===== src/rtl/rf_seq_ctrl_if.sv =====
// Bus bundle between the sequencer and its instruction memory, register file
// and ALU. The sequencer is the master side; memory/RF/ALU form the slave side.
interface rf_seq_ctrl_if #(
  parameter int PC_W   = 16,
  parameter int REG_AW = 4
);
  // Handshakes: a fetch transfers on the posedge where imem_req and imem_ack
  // are both high (imem_data valid that cycle; ack with req low means nothing).
  // alu_start is a one-cycle pulse; alu_done may answer in that same cycle or
  // any later one. rf_we is a single-cycle strobe qualifying rf_rd.
  logic              imem_req;
  logic [PC_W-1:0]   imem_addr;
  logic              imem_ack;
  logic [15:0]       imem_data;
  logic [REG_AW-1:0] rf_rs;
  logic [REG_AW-1:0] rf_rt;
  logic [REG_AW-1:0] rf_rd;
  logic              rf_we;
  logic [3:0]        alu_op;
  logic              alu_start;
  logic              alu_done;

  modport master (
    output imem_req, imem_addr, rf_rs, rf_rt, rf_rd, rf_we, alu_op, alu_start,
    input  imem_ack, imem_data, alu_done
  );

  modport slave (
    input  imem_req, imem_addr, rf_rs, rf_rt, rf_rd, rf_we, alu_op, alu_start,
    output imem_ack, imem_data, alu_done
  );
endinterface


===== src/rtl/rf_seq_ctrl.sv =====
// Multicycle sequencer for the 16-bit RISC core: fetch, decode, register-read
// wait, ALU execute, single gated write-back, then PC advance.
module rf_seq_ctrl #(
  parameter int PC_W         = 16,
  parameter int REG_AW       = 4,
  parameter int ZERO_PROTECT = 1
) (
  input  logic             clk,
  input  logic             rst_n,
  input  logic             run,
  rf_seq_ctrl_if.master    bus,
  output logic [PC_W-1:0]  pc,
  output logic             halted,
  output logic [2:0]       dbg_state   // 0=IDLE 1=FETCH 2=DECODE 3=RDWAIT 4=EXEC 5=WB 6=HALT
);

  localparam logic [3:0] OP_NOP  = 4'hE;
  localparam logic [3:0] OP_HALT = 4'hF;

  typedef enum logic [2:0] {
    S_IDLE   = 3'd0,
    S_FETCH  = 3'd1,
    S_DECODE = 3'd2,
    S_RDWAIT = 3'd3,
    S_EXEC   = 3'd4,
    S_WB     = 3'd5,
    S_HALT   = 3'd6
  } state_t;

  state_t            state_q, state_d;
  logic [15:0]       instr_q, instr_d;
  logic [PC_W-1:0]   pc_q, pc_d;
  logic              req_q, req_d;
  logic              we_q, we_d;
  logic              start_q, start_d;
  logic              halted_q, halted_d;
  logic [REG_AW-1:0] rs_q, rs_d, rt_q, rt_d, rd_q, rd_d;
  logic [3:0]        op_q, op_d;
  logic              fetch_fire;
  logic              wb_allowed;

  assign fetch_fire = (state_q == S_FETCH) && req_q && bus.imem_ack;

  // The latched instruction decides whether the WB cycle really writes.
  assign wb_allowed = (instr_q[15:12] != OP_NOP) &&
                      !((ZERO_PROTECT != 0) && (instr_q[11:8] == 4'h0));

  always_comb begin
    state_d = state_q;
    instr_d = instr_q;
    pc_d    = pc_q;
    rs_d    = rs_q;
    rt_d    = rt_q;
    rd_d    = rd_q;
    op_d    = op_q;
    case (state_q)
      S_IDLE:   if (run) state_d = S_FETCH;
      S_FETCH: begin
        if (fetch_fire) begin
          state_d = S_DECODE;
          instr_d = bus.imem_data;
          // Addresses are presented during DECODE so the registered RF read
          // completes by the end of RDWAIT.
          rs_d    = REG_AW'(bus.imem_data[7:4]);
          rt_d    = REG_AW'(bus.imem_data[3:0]);
          rd_d    = REG_AW'(bus.imem_data[11:8]);
          op_d    = bus.imem_data[15:12];
        end
      end
      S_DECODE: begin
        if (instr_q[15:12] == OP_HALT)     state_d = S_HALT;
        else if (instr_q[15:12] == OP_NOP) state_d = S_WB;
        else                               state_d = S_RDWAIT;
      end
      S_RDWAIT: state_d = S_EXEC;
      S_EXEC:   if (bus.alu_done) state_d = S_WB;
      S_WB: begin
        pc_d    = pc_q + PC_W'(1);
        state_d = run ? S_FETCH : S_IDLE;
      end
      S_HALT:   state_d = S_HALT;
      default:  state_d = S_IDLE;
    endcase
    // Outputs are registered, so they are computed from the upcoming state.
    req_d    = (state_d == S_FETCH);
    we_d     = (state_d == S_WB) && wb_allowed;
    start_d  = (state_q == S_RDWAIT);
    halted_d = (state_d == S_HALT);
  end

  always_ff @(posedge clk or negedge rst_n) begin
    if (!rst_n) begin
      state_q  <= S_IDLE;
      instr_q  <= '0;
      pc_q     <= '0;
      req_q    <= 1'b0;
      we_q     <= 1'b0;
      start_q  <= 1'b0;
      halted_q <= 1'b0;
      rs_q     <= '0;
      rt_q     <= '0;
      rd_q     <= '0;
      op_q     <= '0;
    end else begin
      state_q  <= state_d;
      instr_q  <= instr_d;
      pc_q     <= pc_d;
      req_q    <= req_d;
      we_q     <= we_d;
      start_q  <= start_d;
      halted_q <= halted_d;
      rs_q     <= rs_d;
      rt_q     <= rt_d;
      rd_q     <= rd_d;
      op_q     <= op_d;
    end
  end

  assign bus.imem_req  = req_q;
  assign bus.imem_addr = pc_q;
  assign bus.rf_rs     = rs_q;
  assign bus.rf_rt     = rt_q;
  assign bus.rf_rd     = rd_q;
  assign bus.rf_we     = we_q;
  assign bus.alu_op    = op_q;
  assign bus.alu_start = start_q;
  assign pc            = pc_q;
  assign halted        = halted_q;
  assign dbg_state     = state_q;

endmodule


===== src/flat_wrapper.sv =====
// flat-port wrapper written by rule: the top's interface ports become plain ports
module rf_seq_ctrl_flat 
#(
  parameter int PC_W         = 16,
  parameter int REG_AW       = 4,
  parameter int ZERO_PROTECT = 1
)
  (clk, rst_n, run, pc, halted, dbg_state, bus_imem_req, bus_imem_addr, bus_rf_rs, bus_rf_rt, bus_rf_rd, bus_rf_we, bus_alu_op, bus_alu_start, bus_imem_ack, bus_imem_data, bus_alu_done);
  rf_seq_ctrl_if #(.PC_W(PC_W), .REG_AW(REG_AW)) bus_i ();
  input  logic clk;
  input  logic rst_n;
  input  logic run;
  output logic [PC_W-1:0] pc;
  output logic halted;
  output logic [2:0] dbg_state;
  output wire logic [$bits(bus_i.imem_req)-1:0] bus_imem_req;
  output wire logic [$bits(bus_i.imem_addr)-1:0] bus_imem_addr;
  output wire logic [$bits(bus_i.rf_rs)-1:0] bus_rf_rs;
  output wire logic [$bits(bus_i.rf_rt)-1:0] bus_rf_rt;
  output wire logic [$bits(bus_i.rf_rd)-1:0] bus_rf_rd;
  output wire logic [$bits(bus_i.rf_we)-1:0] bus_rf_we;
  output wire logic [$bits(bus_i.alu_op)-1:0] bus_alu_op;
  output wire logic [$bits(bus_i.alu_start)-1:0] bus_alu_start;
  input wire logic [$bits(bus_i.imem_ack)-1:0] bus_imem_ack;
  input wire logic [$bits(bus_i.imem_data)-1:0] bus_imem_data;
  input wire logic [$bits(bus_i.alu_done)-1:0] bus_alu_done;
  assign bus_imem_req = bus_i.imem_req;
  assign bus_imem_addr = bus_i.imem_addr;
  assign bus_rf_rs = bus_i.rf_rs;
  assign bus_rf_rt = bus_i.rf_rt;
  assign bus_rf_rd = bus_i.rf_rd;
  assign bus_rf_we = bus_i.rf_we;
  assign bus_alu_op = bus_i.alu_op;
  assign bus_alu_start = bus_i.alu_start;
  assign bus_i.imem_ack = bus_imem_ack;
  assign bus_i.imem_data = bus_imem_data;
  assign bus_i.alu_done = bus_alu_done;
  rf_seq_ctrl #(.PC_W(PC_W), .REG_AW(REG_AW), .ZERO_PROTECT(ZERO_PROTECT)) u_core (.clk(clk), .rst_n(rst_n), .run(run), .bus(bus_i), .pc(pc), .halted(halted), .dbg_state(dbg_state));
endmodule

===== config.mk =====
export PLATFORM = sky130hd
export DESIGN_NAME = rf_seq_ctrl_flat
export DESIGN_NICKNAME = d
export VERILOG_FILES = /design/src/rtl/rf_seq_ctrl_if.sv /design/src/rtl/rf_seq_ctrl.sv /design/src/flat_wrapper.sv
export SDC_FILE = /design/constraint.sdc
export NUM_CORES = 1
export LEC_CHECK = 0
export BUFFER_PORTS_ARGS = -buffer_cell sky130_fd_sc_hd__buf_2
export CELL_PAD_IN_SITES_DETAIL_PLACEMENT = 2
export CELL_PAD_IN_SITES_GLOBAL_PLACEMENT = 2
export CORE_ASPECT_RATIO = 0.8
export CORE_MARGIN = 2
export CORE_UTILIZATION = 27
export CTS_CLUSTER_DIAMETER = 150
export CTS_CLUSTER_SIZE = 14
export DETAILED_ROUTE_END_ITERATION = 8
export GPL_TIMING_DRIVEN = 0
export HOLD_SLACK_MARGIN = 0.05
export PLACE_DENSITY = 0.73
export REMOVE_ABC_BUFFERS = 1
export SYNTH_ARGS = -nofsm -noshare
export SYNTH_HDL_FRONTEND = slang
export SYNTH_SLANG_ARGS = --single-unit

===== constraint.sdc =====
create_clock -name clk -period 1.6 [get_ports clk]
set_clock_uncertainty 0.2 [all_clocks]
set_input_delay 0.08 -clock clk [delete_from_list [all_inputs] [get_ports clk]]
set_output_delay 0.08 -clock clk [all_outputs]
set_load 0.005 [all_outputs]

==> reports/qor.csv, run 1 <==
stage;metric;value;unit
hold_path;hold path depth;6;
clocking;CTS tree;done;
clocking;Clock Sinks;39;
route;wire per inst;16.1;um
clocking;worst-skew pair later-pin latency;0.29;ns
timing;count of pins over their slew limit;0;
timing;Fin. Hold Viols;0;
yosys;area share of the largest cell type after synthesis;0.539;
yosys;part of the Yosys area used for sequential elements;0.539;
global_route;first-pass GRT wire length;7870;um
setup_path;CP Data Arrival Time;1.70;ns
timing;final setup fails;19;
route;vias per cell;4.49;
timing;worst hold slack;0.245;ns
setup_path;RR Startpoint;u_core.dbg_state[2];
cells_and_area;share of layout cells above drive strength 1;0.574;
route;Residual DRC;0;
clocking;Num CTS Buffers;5;
hold_path;Worst Hold Class;input port to flip-flop;
setup_path;Worst Reg-to-Reg Cells;5;
yosys;mapped cell area;0.00181;mm2
setup_path;Setup crit end kind;flip-flop;
route;1st-iter DRT viols;49;
floorplan;Initial Util;0.281;
timing;actual slew at the worst max-slew pin;0.904;ns
power;pwr/cell area;1550;mW/mm2
clocking;root buf cell;clkbuf_8;
cells_and_area;final core utilization;0.421;
global_route;GRT Residual Overflow;0;
setup_path;Worst EP required;1.58;ns
place;IO Port Bufs;75;
timing;Final min period;1.72;ns
timing;Worst slew margin;0.397;
yosys;Seq cells post-synth;39;
global_route;number of global-route vias before repair;1557;
cells_and_area;Non-Filler Instances;321;
global_route;initial antenna violation count;0;
setup_path;Startpoint Class;flip-flop;
yosys;largest cells by area after synthesis;dfrtp_1 (54%), buf_4 (6.6%), mux2_4 (6.6%);
route;Routed Antenna Nets;0;
cells_and_area;FF+latch area;982;um2
flow_run;Max Cap Viol;0;
global_route;largest net degree at the start of global routing;40;
power;Worst VDD drop;0.608;mV
cells_and_area;Fillers;685;
clocking;Max Buffers Root-to-Sink;2;
place;GP Congestion;0.703;
yosys;ys flop type;dfrtp_1;
clocking;clock-pin slew on the worst setup and hold paths;0.08;ns
route;vias after detailed routing;1442;
yosys;asr flop ratio synth;1.00;
setup_path;Crit Path Category;flip-flop to flip-flop;
hold_path;worst hold endpoint;u_core.dbg_state[0];
timing;Setup WS post-layout;-0.122;ns
cells_and_area;Final nets;259;
timing;Max Clk Rate;581;MHz
floorplan;Ports;76;
yosys;number of distinct library cells after synthesis;33;
setup_path;FF-to-FF setup slack;-0.12;ns
yosys;cell taking the most area after synthesis;dfrtp_1;
clocking;H-tree depth;2;
route;WL final;5150;um
route;number of detailed-route iterations in the first pass;4;
status;status;complete, but fails checks;
setup_path;Worst R2R End;u_core.instr_q[14];
place;Detailed Place HPWL;3100;um
floorplan;Die Height;77.2;um
cells_and_area;Layout area overhead;49.8;%
yosys;Mapped Avg Cell Area;13.1;um2
floorplan;num rows;26;
timing;final clock period utilization by the worst path;1.08;
yosys;yosys warns;0;
place;Post-Place Cells;279;
floorplan;core area;0.00644;mm2
hold_path;Hold Path Origin;bus_imem_ack;
power;leakage;1.43;nW
setup_path;Max FO, Critical Path;9;
floorplan;die span in x;95.6;um
timing;RSZ-0062 raised after global routing;yes;
cells_and_area;n_diodes;0;
yosys;Syn Inst Count;138;
cells_and_area;area of the multi-input gates;757;um2
status;failing checks;setup timing;
floorplan;Die ar.;0.00738;mm2
yosys;Post-synth EDFFs;0;
global_route;All-Layer GR Usage;0.139;
==> critical path: stages (launching register included) <==
cell       delay, ns
dfrtp_2         0.46
nand3b_4        0.20
nor3_4          0.15
buf_4           0.15
clkbuf_16       0.15
mux2_4          0.30
==> through the flow <==
stage	cell area [um2]	setup WS, ns	TNS, ns	total power, mW
after floorplan	1670	-0.354	-5.88	2.25
after global placement	2150	-0.623	-11.91	2.77
after detailed placement	2150	-0.675	-13.27	2.82
after CTS	2560	-0.103	-1.41	3.91
after global routing	2710	-0.167	-3.03	4.48
final	2710	-0.122	-1.49	4.21
==> cell type report <==
class                      count  area share
tap                           84      0.0387
multi-input combinational     76       0.279
inverter                       5     0.00692
clock inverter                 1      0.0111
clock buffer                   6      0.0268
timing repair buffer         110       0.275
sequential                    39       0.362
==> metal layers <==
layer,global-route usage,share of wire
met2,0.233,0.51
met4,0.0386,0.0066
met5,0,0
met1,0.172,0.42
met3,0.0442,0.058
==> cells by family after synthesis <==
logic type | Yosys count | synth area share
simple gates | 36 | 0.144
xor+xnor | 15 | 0.0726
mux | 17 | 0.122
compound gates | 7 | 0.0283
buf+inv | 23 | 0.0878
flops | 39 | 0.539
fa+ha+maj | 1 | 0.00691
==> sequential cells by signal (all words and copies together) (netlist names) <==
signal,flops
u_core.bus.alu_start,1
u_core.bus.rf_we,1
u_core.bus.rf_rt,3
u_core.bus.rf_rs,3
u_core.dbg_state,3
u_core.bus.imem_req,1
u_core.instr_q,7
u_core.bus.rf_rd,3
u_core.bus.imem_addr,16
u_core.halted,1
==> repair_timing <==
item / 4_1_cts / 5_1_grt
buffers inserted: 10 / 5
gates resized for setup: 10 / 16
setup endpoints to repair: 30 / 26
hold buffers: 18 / 0
endpoints found under the hold margin: 56 / 0
pin swaps: 5 / 6
gates cloned: 0 / 2
==> how the worst max path moves through the flow <==
stage / from / endpoint / slack, ns / cells past startpoint
after floorplan: u_core.dbg_state[2] / u_core.bus.rf_rs[0] / -0.35 / 3
after global placement: u_core.dbg_state[2] / u_core.bus.rf_rs[1] / -0.62 / 3
after detailed placement: u_core.dbg_state[2] / u_core.instr_q[3] / -0.68 / 3
after CTS: u_core.dbg_state[2] / u_core.bus.rf_rs[1] / -0.10 / 4
after global routing: u_core.dbg_state[2] / u_core.instr_q[14] / -0.17 / 5
final: u_core.dbg_state[2] / u_core.instr_q[14] / -0.12 / 5
==> layout by cell type, fill, tap and decap left out, types with 2 or more instances in the layout <==
cell           instances
and2_1                 2
and4_1                 2
buf_12                 2
buf_2                 75
buf_4                 12
clkbuf_16              2
clkbuf_8               5
dfrtp_1               34
dfrtp_2                5
dlygate4sd3_1         18
inv_1                  4
mux2_4                15
nand2_1                4
nand2_2                2
nand3_1                5
nand4_1                2
nor2_1                 4
nor3_2                 2
nor3_4                 3
o211ai_1               2
xnor2_1               11
xor2_1                 4
==> report_power, final <==
| group | leakage [nW] | total, mW | internal, mW | switching [mW] |
|---|---|---|---|---|
| Clock | 0.0513 | 0.816 | 0.458 | 0.358 |
| Sequential | 0.494 | 1.60 | 1.30 | 0.300 |
| Combinational | 0.884 | 1.78 | 1.06 | 0.723 |
==> synthesized netlist by cell type (all sizes together) (3+ instances only) <==
library cell / n
nand3: 6
buf: 18
nor2: 4
and4: 3
dfrtp: 39
nand2: 6
xor2: 4
xnor2: 11
nor3: 5
mux2: 16
inv: 5
No activity file was read; power rests on OpenSTA's default activity.
==> inputs of run 2 (changes only) <==
--- a/config.mk
+++ b/config.mk
@@ -10,14 +10,15 @@
 export CELL_PAD_IN_SITES_GLOBAL_PLACEMENT = 2
 export CORE_ASPECT_RATIO = 0.8
 export CORE_MARGIN = 2
-export CORE_UTILIZATION = 27
+export CORE_UTILIZATION = 32
 export CTS_CLUSTER_DIAMETER = 150
 export CTS_CLUSTER_SIZE = 14
 export DETAILED_ROUTE_END_ITERATION = 8
 export GPL_TIMING_DRIVEN = 0
 export HOLD_SLACK_MARGIN = 0.05
-export PLACE_DENSITY = 0.73
+export PLACE_DENSITY = 0.81
 export REMOVE_ABC_BUFFERS = 1
+export SKIP_LAST_GASP = 1
 export SYNTH_ARGS = -nofsm -noshare
 export SYNTH_HDL_FRONTEND = slang
 export SYNTH_SLANG_ARGS = --single-unit
==> constraint.sdc (replaced) <==
create_clock -name clk -period 2.1 [get_ports clk]
set_clock_uncertainty 0.2 [all_clocks]
set_input_delay 0.105 -clock clk [delete_from_list [all_inputs] [get_ports clk]]
set_output_delay 0.105 -clock clk [all_outputs]
set_load 0.005 [all_outputs]
==> run 2 against run 1 <==
Against the previous run: the flow now finishes without violations; core utilization up 3.1 points; hold slack lost 0.10 ns; non-clock buffer count decreased by 15; critical path type unchanged; highest routed layer unchanged.
==> reports/qor.csv, run 2 (synthesized netlist as in run 1, its figures left out) <==
stage;metric;value;unit
status;status;finished, final reports clean;
clocking;Clock Sinks;39;
power;Worst VDD drop;0.461;mV
cells_and_area;share of layout cells above drive strength 1;0.480;
global_route;All-Layer GR Usage;0.159;
cells_and_area;Final Instance Area;0.00247;mm2
hold_path;Worst Hold Class;input port to flip-flop;
timing;final setup fails;0;
timing;final clock period utilization by the worst path;0.876;
global_route;largest net degree at the start of global routing;40;
floorplan;core area;0.00547;mm2
setup_path;Worst EP required;2.08;ns
place;placed inst area;0.00214;mm2
place;GP Congestion;0.701;
floorplan;Die ar.;0.00628;mm2
global_route;number of global-route vias before repair;1480;
clocking;Max Buffers Root-to-Sink;2;
timing;Final min period;1.84;ns
setup_path;Startpoint Class;flip-flop;
floorplan;die span in x;88.1;um
power;Final Total Pwr;2.84;mW
timing;TNS Setup;0;ns
route;wire per inst;15.2;um
timing;Worst slew margin;0.409;
cells_and_area;most common cell after layout, fill and taps aside;buf_2;
global_route;GRT Residual Overflow;0;
setup_path;CP Data Arrival Time;1.82;ns
global_route;initial antenna violation count;0;
power;pwr/cell area;1150;mW/mm2
floorplan;Initial Util;0.331;
setup_path;Setup crit end kind;flip-flop;
floorplan;Ports;76;
floorplan;num rows;24;
timing;count of pins over their slew limit;0;
power;leakage;1.33;nW
setup_path;Max FO, Critical Path;14;
floorplan;Die Height;71.3;um
clocking;H-tree depth;2;
timing;Fin. Hold Viols;0;
cells_and_area;Final nets;244;
clocking;CTS tree;done;
place;Post-Place Cells;273;
route;number of detailed-route iterations in the first pass;2;
route;Residual DRC;0;
timing;actual slew at the worst max-slew pin;0.887;ns
route;Routed Antenna Nets;0;
timing;RSZ-0062 raised after global routing;no;
clocking;post-CTS sizing;0;
route;1st-iter DRT viols;44;
cells_and_area;max reg flops;16;
cells_and_area;Fillers;592;
global_route;first-pass GRT wire length;7520;um
clocking;clock-pin slew on the worst setup and hold paths;0.08;ns
setup_path;Crit Path Category;flip-flop to flip-flop;
clocking;root buf cell;clkbuf_8;
route;vias after detailed routing;1361;
clocking;Num CTS Buffers;5;
flow_run;Max Cap Viol;0;
place;Detailed Place HPWL;3270;um
route;vias per cell;4.52;
route;WL final;4570;um
timing;Max Clk Rate;544;MHz
cells_and_area;Non-Filler Instances;301;
cells_and_area;most frequent cells in the layout;buf_2 (75), dfrtp_1 (39), dlygate4sd3_1 (18), xnor2_1 (11);
cells_and_area;Layout area overhead;36.4;%
cells_and_area;n_diodes;0;
cells_and_area;final core utilization;0.452;
clocking;worst-skew pair later-pin latency;0.29;ns
place;IO Port Bufs;75;
## run 2: cell count changes in the layout (fill, tap and decap cells not counted), sizes merged
| cell | change |
|---|---|
| clkinv | +1 |
| buf | -13 |
| clkbuf | -2 |
## run 2: report_power, final
group	switching, mW	internal, mW
Sequential	0.236	0.987
Combinational	0.412	0.555
Clock	0.262	0.384
Total	0.911	1.93
## run 2: final cells by class
type	instances	area [um2]	area share
clock buffer	6	82.6	0.0335
clock inverter	2	35.0	0.0142
inverter	5	18.8	0.00760
multi-input combinational	76	676	0.274
sequential	39	976	0.395
tap	78	97.6	0.0395
timing repair buffer	95	583	0.236
## run 2: layer usage
layer,up-vias,part of all wire,global-route usage
met2,46,0.51,0.267
met1,679,0.41,0.197
met5,-,0,0
met4,0,0.010,0.0455
li1,631,-,-
met3,5,0.065,0.0553
## run 2: through the flow
stage / hold slack (ns) / worst slack, ns
3_3_place_gp: 0.0688 / -0.0912
2_1_floorplan: -0.391 / 0.146
4_1_cts: 0.137 / 0.297
6_report: 0.141 / 0.261
5_1_grt: 0.167 / 0.183
3_5_place_dp: 0.0763 / -0.145
## run 2: repair_timing
item	4_1_cts	5_1_grt
endpoints found under the hold margin	56	0
endpoints found under the setup margin	18	0
hold buffers	18	0
buffers inserted	2	0
## run 2: critical path, stage by stage, from the launching register on
cell and delay [ns]:
dfrtp_1 0.51, nand3b_4 0.24, nor3_4 0.24, buf_12 0.19, mux2_2 0.34
## run 2: worst paths after layout
path                                           from                       end  slack, ns  cells past startpoint
setup / recovery                u_core.dbg_state[2]       u_core.bus.rf_rs[0]       0.26                      4
hold / removal                         bus_imem_ack       u_core.dbg_state[0]       0.14                      5
setup reg to reg                u_core.dbg_state[2]       u_core.bus.rf_rs[0]       0.26                      4
hold reg to reg            u_core.bus.imem_addr[15]  u_core.bus.imem_addr[15]       0.30                      1
max in group asynchronous                     rst_n        u_core.instr_q[14]       0.86                      2
min in group asynchronous                     rst_n  u_core.bus.imem_addr[14]       0.29                      2
==> inputs of run 3 (changes only) <==
--- a/config.mk
+++ b/config.mk
@@ -10,13 +10,13 @@
 export CELL_PAD_IN_SITES_GLOBAL_PLACEMENT = 2
 export CORE_ASPECT_RATIO = 0.8
 export CORE_MARGIN = 2
-export CORE_UTILIZATION = 32
+export CORE_UTILIZATION = 27
 export CTS_CLUSTER_DIAMETER = 150
 export CTS_CLUSTER_SIZE = 14
 export DETAILED_ROUTE_END_ITERATION = 8
 export GPL_TIMING_DRIVEN = 0
 export HOLD_SLACK_MARGIN = 0.05
-export PLACE_DENSITY = 0.81
+export PLACE_DENSITY_LB_ADDON = 0.25
 export REMOVE_ABC_BUFFERS = 1
 export SKIP_LAST_GASP = 1
 export SYNTH_ARGS = -nofsm -noshare
==> constraint.sdc (replaced) <==
create_clock -name clk -period 1.5 [get_ports clk]
set_clock_uncertainty 0.2 [all_clocks]
set_input_delay 0.075 -clock clk [delete_from_list [all_inputs] [get_ports clk]]
set_output_delay 0.075 -clock clk [all_outputs]
set_load 0.005 [all_outputs]
==> run 3 against run 2 <==
Against the previous run: the flow now finishes with violations (setup timing); register-to-register slack got worse by 0.48 ns; non-clock buffer count increased by 21; sequential power increased by 39%; sequential cell count is the same; critical path type unchanged.
==> reports/qor.csv, run 3 (synthesized netlist as in run 1, its figures left out) <==
stage;metric;value;unit
clocking;H-tree depth;2;
setup_path;Worst R2R End;u_core.bus.rf_rs[1];
cells_and_area;FF+latch area;981;um2
setup_path;Max FO, Critical Path;17;
floorplan;Ports;76;
setup_path;family with the most delay on the worst path;flip-flops;
place;placed inst area;0.00215;mm2
global_route;number of global-route vias before repair;1682;
power;Clk pwr share;0.156;
setup_path;Worst Reg-to-Reg Cells;4;
power;Int Power;2.71;mW
hold_path;hold path depth;5;
power;Final Total Pwr;4.10;mW
power;Sw Pwr;1.38;mW
setup_path;Crit Path Category;flip-flop to flip-flop;
timing;final setup fails;32;
global_route;GRT busiest layer;met2;
global_route;M3 GR Usage;0.0255;
route;Residual DRC;0;
cells_and_area;Fillers;683;
global_route;All-Layer GR Usage;0.158;
cells_and_area;Final Instance Area;0.00276;mm2
status;status;complete, but fails checks;
cells_and_area;Layout area overhead;52.6;%
global_route;first-pass GRT wire length;8980;um
clocking;worst-skew pair later-pin latency;0.28;ns
timing;actual slew at the worst max-slew pin;0.894;ns
route;1st-iter DRT viols;33;
setup_path;Worst EP required;1.46;ns
clocking;Num CTS Buffers;5;
floorplan;num rows;26;
clocking;clock-pin slew on the worst setup and hold paths;0.07;ns
power;leakage;1.49;nW
timing;Setup WS post-layout;-0.219;ns
setup_path;CP Data Arrival Time;1.68;ns
global_route;largest net degree at the start of global routing;40;
global_route;GRT Residual Overflow;0;
floorplan;Initial Util;0.281;
setup_path;CP max-delay cell;dfrtp_2;
clocking;Clock Sinks;39;
setup_path;Startpoint Class;flip-flop;
setup_path;RR Startpoint;u_core.dbg_state[2];
floorplan;core area;0.00644;mm2
hold_path;worst hold endpoint;u_core.dbg_state[0];
cells_and_area;area of the multi-input gates;808;um2
cells_and_area;most frequent cells in the layout;buf_2 (75), dfrtp_1 (35), dlygate4sd3_1 (18), buf_4 (17);
global_route;met2 track demand over resource;0.283;
cells_and_area;max reg flops;16;
timing;Fin. Hold Viols;0;
clocking;CTS tree;done;
global_route;initial antenna violation count;0;
setup_path;Setup crit end kind;flip-flop;
route;number of detailed-route iterations in the first pass;3;
setup_path;FF-to-FF setup slack;-0.22;ns
power;pwr/cell area;1480;mW/mm2
timing;final clock period utilization by the worst path;1.15;
status;failing checks;setup timing;
floorplan;Die ar.;0.00738;mm2
power;register share of total power;0.416;
cells_and_area;final core utilization;0.429;
timing;RSZ-0062 raised after global routing;yes;
cells_and_area;Final nets;265;
route;WL final;5410;um
floorplan;die span in x;95.6;um
setup_path;buffers and inverters on the worst path;1;
place;GP Congestion;0.727;
floorplan;Die Height;77.2;um
cells_and_area;n_diodes;0;
timing;Max Clk Rate;582;MHz
timing;Worst slew margin;0.404;
power;Worst VDD drop;0.627;mV
flow_run;Max Cap Viol;0;
timing;count of pins over their slew limit;0;
place;Detailed Place HPWL;3410;um
global_route;GR Layer Usage met1;0.195;
power;Sw Ratio;0.338;
route;Routed Antenna Nets;0;
setup_path;crit-path max cell delay;0.46;ns
setup_path;worst-path cell chain;nand3b_4 -> nor3_4 -> buf_12 -> mux2_2;
setup_path;Critical Path Stages;4;
place;IO Port Bufs;75;
route;vias after detailed routing;1429;
clocking;Max Buffers Root-to-Sink;2;
cells_and_area;share of layout cells above drive strength 1;0.624;
power;Gate power share;0.428;
clocking;root buf cell;clkbuf_8;
route;wire per inst;16.6;um
timing;Final min period;1.72;ns
route;vias per cell;4.38;
timing;worst hold slack;0.173;ns
hold_path;Hold Path Origin;bus_imem_ack;
hold_path;Worst Hold Class;input port to flip-flop;
cells_and_area;most common cell after layout, fill and taps aside;buf_2;
## run 3: cell type report
class                           count  area share
Sequential cell                    39       0.355
Multi-Input combinational cell     76       0.293
Timing Repair Buffer              116       0.281
Tap cell                           84      0.0380
Clock buffer                        6      0.0263
Inverter                            5     0.00679
## run 3: tightest hold or removal path, cell delays in order
cell	delay [ns]
buf_2	0.12
nand3b_4	0.09
o211ai_1	0.13
o311a_4	0.16
inv_1	0.05
## run 3: how the worst max path moves through the flow
stage / startpoint / endpoint / slack, ns
after global routing: u_core.dbg_state[2] / u_core.instr_q[3] / -0.29
after global placement: u_core.dbg_state[2] / u_core.bus.rf_rs[2] / -0.69
final: u_core.dbg_state[2] / u_core.bus.rf_rs[1] / -0.22
after floorplan: u_core.dbg_state[2] / u_core.bus.rf_rs[0] / -0.45
after CTS: u_core.dbg_state[2] / u_core.bus.rf_rs[1] / -0.21
after detailed placement: u_core.dbg_state[2] / u_core.bus.rf_rs[1] / -0.75
## run 3: layer usage
metal,wire [um],up-vias
li1,-,667
met3,182,2
met4,41,0
met1,2130,728
met5,0,-
met2,3050,32
## run 3: power groups by stage
stage	combinational, mW	sequential, mW	clock [mW]
after floorplan	0.683	1.71	0
after global placement	1.25	1.70	0
after detailed placement	1.30	1.75	0
after CTS	1.68	1.70	0.676
after global routing	1.92	1.76	0.727
final	1.75	1.70	0.639
## run 3: per-stage QoR
step           setup TNS, ns  setup WS (ns)  instances
5_1_grt                -7.28         -0.290        326
3_3_place_gp          -14.29         -0.693        279
2_1_floorplan          -8.02         -0.454        120
4_1_cts                -4.02         -0.205        323
6_report               -4.96         -0.219        326
3_5_place_dp          -16.19         -0.751        279
## run 3: repair_timing
item | CTS | global route
endpoints found under the hold margin | 56 | 0
hold buffers | 18 | 0
buffers inserted | 20 | 4
setup endpoints to repair | 34 | 34
pin swaps | 9 | 6
gates resized for setup | 17 | 19
